--- src/rtl/booth_product_divider_module.sv ---
// Signed 16/8 restoring divider: one quotient bit per clock, truncation toward zero,
// saturating 8-bit quotient, plus divide-by-zero and overflow flags.
module booth_product_divider_module (
  input  logic        clk,
  input  logic        rst,
  input  logic        start_sig,
  input  logic [15:0] dividend,
  input  logic [7:0]  divisor,
  output logic        done_sig,
  output logic [7:0]  quotient,
  output logic [7:0]  remainder,
  output logic        overflow,
  output logic        div_zero,
  output logic [8:0]  SQ_r,
  output logic [15:0] SQ_q
);

  typedef enum logic [1:0] {IDLE, DIV, FIX, WAIT} state_t;

  state_t      state_q, state_d;
  logic [15:0] dvd_q, dvd_d;
  logic [7:0]  dsr_q, dsr_d;
  logic        dvd_neg_q, dvd_neg_d;
  logic        res_neg_q, res_neg_d;
  logic [3:0]  cnt_q, cnt_d;
  logic [8:0]  sq_r_q, sq_r_d;
  logic [15:0] sq_q_q, sq_q_d;
  logic [7:0]  quotient_q, quotient_d;
  logic [7:0]  remainder_q, remainder_d;
  logic        overflow_q, overflow_d;
  logic        div_zero_q, div_zero_d;
  logic        done_q, done_d;

  // Unsigned 16/8-bit magnitudes hold the -32768 and -128 extremes without extra width.
  logic [15:0] dvd_abs;
  logic [7:0]  dsr_abs;
  logic [8:0]  shifted;
  logic        sat;

  assign dvd_abs = dividend[15] ? (~dividend + 16'd1) : dividend;
  assign dsr_abs = divisor[7]   ? (~divisor  + 8'd1)  : divisor;
  assign shifted = {sq_r_q[7:0], dvd_q[15]};
  assign sat     = res_neg_q ? (sq_q_q > 16'd128) : (sq_q_q > 16'd127);

  always_ff @(posedge clk or posedge rst) begin
    if (rst) begin
      state_q     <= IDLE;
      dvd_q       <= '0;
      dsr_q       <= '0;
      dvd_neg_q   <= 1'b0;
      res_neg_q   <= 1'b0;
      cnt_q       <= '0;
      sq_r_q      <= '0;
      sq_q_q      <= '0;
      quotient_q  <= '0;
      remainder_q <= '0;
      overflow_q  <= 1'b0;
      div_zero_q  <= 1'b0;
      done_q      <= 1'b0;
    end else begin
      state_q     <= state_d;
      dvd_q       <= dvd_d;
      dsr_q       <= dsr_d;
      dvd_neg_q   <= dvd_neg_d;
      res_neg_q   <= res_neg_d;
      cnt_q       <= cnt_d;
      sq_r_q      <= sq_r_d;
      sq_q_q      <= sq_q_d;
      quotient_q  <= quotient_d;
      remainder_q <= remainder_d;
      overflow_q  <= overflow_d;
      div_zero_q  <= div_zero_d;
      done_q      <= done_d;
    end
  end

  always_comb begin
    state_d = state_q;
    case (state_q)
      IDLE: if (start_sig) state_d = (divisor == 8'd0) ? FIX : DIV;
      DIV:  if (cnt_q == 4'd15) state_d = FIX;
      FIX:  state_d = WAIT;
      WAIT: if (!start_sig) state_d = IDLE;
      default: state_d = IDLE;
    endcase
  end

  always_comb begin
    dvd_d       = dvd_q;
    dsr_d       = dsr_q;
    dvd_neg_d   = dvd_neg_q;
    res_neg_d   = res_neg_q;
    cnt_d       = cnt_q;
    sq_r_d      = sq_r_q;
    sq_q_d      = sq_q_q;
    quotient_d  = quotient_q;
    remainder_d = remainder_q;
    overflow_d  = overflow_q;
    div_zero_d  = div_zero_q;
    done_d      = 1'b0;
    case (state_q)
      IDLE: begin
        if (start_sig) begin
          dvd_d     = dvd_abs;
          dsr_d     = dsr_abs;
          dvd_neg_d = dividend[15];
          res_neg_d = dividend[15] ^ divisor[7];
          cnt_d     = '0;
          sq_r_d    = '0;
          sq_q_d    = '0;
        end
      end
      DIV: begin
        // Partial remainder stays below the divisor (<=128), so the 9-bit shift never loses data.
        dvd_d = {dvd_q[14:0], 1'b0};
        cnt_d = cnt_q + 4'd1;
        if (shifted >= {1'b0, dsr_q}) begin
          sq_r_d = shifted - {1'b0, dsr_q};
          sq_q_d = {sq_q_q[14:0], 1'b1};
        end else begin
          sq_r_d = shifted;
          sq_q_d = {sq_q_q[14:0], 1'b0};
        end
      end
      FIX: begin
        done_d = 1'b1;
        if (dsr_q == 8'd0) begin
          quotient_d  = '0;
          remainder_d = '0;
          overflow_d  = 1'b0;
          div_zero_d  = 1'b1;
        end else begin
          div_zero_d  = 1'b0;
          overflow_d  = sat;
          if (sat)
            quotient_d = res_neg_q ? 8'h80 : 8'h7F;
          else
            quotient_d = res_neg_q ? (~sq_q_q[7:0] + 8'd1) : sq_q_q[7:0];
          remainder_d = dvd_neg_q ? (~sq_r_q[7:0] + 8'd1) : sq_r_q[7:0];
        end
      end
      default: ;
    endcase
  end

  assign done_sig  = done_q;
  assign quotient  = quotient_q;
  assign remainder = remainder_q;
  assign overflow  = overflow_q;
  assign div_zero  = div_zero_q;
  assign SQ_r      = sq_r_q;
  assign SQ_q      = sq_q_q;

endmodule
--- config.mk ---
export PLATFORM = sky130hd
export DESIGN_NAME = booth_product_divider_module
export DESIGN_NICKNAME = d
export VERILOG_FILES = /design/src/rtl/booth_product_divider_module.sv
export SDC_FILE = /design/constraint.sdc
export NUM_CORES = 1
export LEC_CHECK = 0
export ABC_CLOCK_PERIOD_IN_PS = 4500
export CORE_MARGIN = 8
export CORE_UTILIZATION = 58
export DETAILED_ROUTE_END_ITERATION = 8
export PLACE_DENSITY_LB_ADDON = 0.3
export SLEW_MARGIN = 30
export SYNTH_ARGS = -nofsm -noshare
export SYNTH_HDL_FRONTEND = slang
export SYNTH_SLANG_ARGS = --single-unit
--- constraint.sdc ---
create_clock -name clk -period 4.5 [get_ports clk]
set_input_delay 0.45 -clock clk [delete_from_list [all_inputs] [get_ports clk]]
set_output_delay 0.45 -clock clk [all_outputs]
set_load 0.05 [all_outputs]
==> metrics <==
Clock Latency Late Sink=350 ps; port buffer count=70; Fmax=417 MHz; routability congestion estimate=0.856; post-synthesis mux area share=2.77%; wl on met1=4420 microns; Routed met2 length=5120 microns; Layout area overhead=22.6%; TritonCTS buffer count=9; WHS=484 ps; synth top area cells=dfrtp_1, o21ai_0, ha_1; final wirelength=10,400 microns; DR pass1 iterations=5; Slew Limit Fails=0; final count of hold timing violations=0; FF-to-FF End=SQ_r[8]; average size of a mapped cell=9.38 sq um; Max-slew headroom=55.4%; Highest Signal Layer=met4; pre-CTS setup slack=2010 ps; Root Buffer Master=clkbuf_8; hold bufs inserted after CTS=0; Chip Width=102 microns; Req. time, crit path=4720 ps; r2r startpoint=dvd_q[15]; setup slack after layout=2100 ps; largest family of logic cells by synthesized area=compound AO/OA/AOI/OAI gates; number of H-tree levels=3; Starting Density=59.8%; FF+latch count, synth=76; Syn Nets=507; Post-CTS Repair Setup Buffers=0; adder-cell area share of the yosys netlist=5.37%; cell area after layout=5310 sq um; share of the yosys chip area belonging to registers=43.9%; Worst setup startpoint=dvd_q[15]; Synth Area in Compound Gates=21.0%; largest area contributor in the netlist=dfrtp_1; initial antenna violation count=0; Critical Path End=SQ_r[8]; Synth Area in XOR/XNOR=6.24%; Setup crit end kind=flop; placed cell area=5070 sq um; first-pass GRT wire length=17,500 microns; CP Max Fanout=3; Register Area=1900 sq um; Netlist Area Pre-Place=4330 sq um; drc violations=0; DRT antenna net count=0; Max rail drop VDD=0.369 mV; largest net degree at the start of global routing=56; Num Clock Sinks=76; TritonCTS clock tree=done; most frequent cells in the layout=dfrtp_1, clkdlybuf4s50_1, nand2_1, o21ai_0, inv_1; Tightest Pin Transition=669 ps; Die H=102 microns; # IOs=71; FF-to-FF path depth=10; WS Path Type=flop to flop; area of the multi-input gates=2220 sq um; top-area cell type share of the netlist area=43.9%; vias in the first global route=3,699; Pwr Density=678 nW/um^2; WL met3=733 microns; core region area=7250 sq um; status=finished, final reports clean; Setup TNS=0 ps; Synth Area in Simple Gates=15.5%; routed vias/inst=5.94; Most used DFF post-synth=dfrtp_1; warnings from Yosys=0; Clock Skews=5.50 ps; Startpoint Class=flop; Fillers=533; RSZ-0062 raised after global routing=false; Routed WL per cell=16.7 microns; Reg clk slew, reported paths=80 ps; # diodes=0; final setup vio count=0; total gr overflow=0; share of layout cells above drive strength 1=6.08%; drt first-iter violations=177; row cnt=31; GRT Total Usage=21.0%; Post-Syn Instances=462; Hold WC Path Type=flop to flop; FFs w/ async S/R, synth=100%; Final Net Count=567; die area=10,500 sq um; Clock Path Buffers=2; fin crit share=53.3%; min Tclk post-route=2400 ps; EDFF count, synth=0; FF-to-FF setup slack=2100 ps; Netlist cell types=58; Arr. time, crit path=2620 ps; commonest non-fill, non-tap cell in the layout=dfrtp_1; DR vias=3,712; post-CTS sizing=0; maxcap violations=0; Static Leak=2.33 nW; DP Wirelength=7620 microns
-- registers in the layout, summed over array words and instances, names as in the netlist --
register and cells:
dvd_neg_q 1, SQ_r 9, res_neg_q 1, done_sig 1
dvd_q 16, div_zero 1, quotient 8, dsr_q 8
state_q 2, remainder 8, cnt_q 4, SQ_q 16
overflow 1
-- worst min-delay path by stage --
stage	start	to	slack (ps)	cells after the start
2_1_floorplan	dvd_q[7]	dvd_q[7]	440	2
3_3_place_gp	dvd_q[7]	dvd_q[7]	460	2
3_5_place_dp	dvd_q[6]	dvd_q[6]	470	2
4_1_cts	dvd_q[6]	dvd_q[6]	490	2
5_1_grt	dvd_q[6]	dvd_q[6]	510	2
6_report	dvd_q[6]	dvd_q[6]	480	2
-- where the power goes --
group          internal [mW]  switching (mW)
clock                  0.367           0.259
sequential             0.895           0.199
combinational          0.683            1.20
total                   1.95            1.66
-- synth_stat cells (14+ instances only) --
master / count
nor2_1: 25
dfrtp_1: 76
nand2_1: 55
nand3_1: 15
ha_1: 17
inv_1: 28
clkbuf_1: 16
o21ai_0: 44
xnor2_1: 15
xor2_1: 14
a22o_1: 23
a21oi_1: 20
-- through the flow --
| stage | cells | utilization, % | total power [mW] |
|---|---|---|---|
| after CTS | 625 | 73.2 | 3.60 |
| final | 625 | 73.2 | 3.60 |
| after detailed placement | 610 | 70.0 | 2.97 |
| after global routing | 625 | 73.2 | 3.85 |
| after global placement | 610 | 69.9 | 2.88 |
| after floorplan | 462 | - | 2.48 |
-- per-layer routing --
metal / vias up / track usage (%)
li1: 1770 / -
met1: 1787 / 26.3
met2: 141 / 35.1
met3: 14 / 4.36
met4: 0 / 7.00
met5: - / 0
-- worst max-delay path, stage by stage, from the launching register on --
cell and delay [ps]:
dfrtp_1 420, inv_1 70, ha_1 160, inv_1 60, fa_1 410, a211oi_1 290
o21bai_1 190, a211oi_1 270, o21bai_1 110, a32oi_1 190, o41ai_1 90
-- cell families after synthesis --
family / Yosys count
AO/OA/AOI/OAI: 137
AND/OR/NAND/NOR: 137
flip-flops: 76
buffers and inverters: 52
XOR/XNOR: 30
adder cells (fa/ha/maj): 18
multiplexers: 12
-- area by class of cell --
| class | count | share of cell area, % |
|---|---|---|
| clock buffer | 9 | 2.33 |
| clock inverter | 6 | 2.12 |
| inverter | 28 | 2.03 |
| multi-input combinational | 334 | 41.8 |
| sequential | 76 | 35.8 |
| tap | 99 | 2.33 |
| timing repair buffer | 73 | 13.6 |
(Power assumes the default switching activity.)
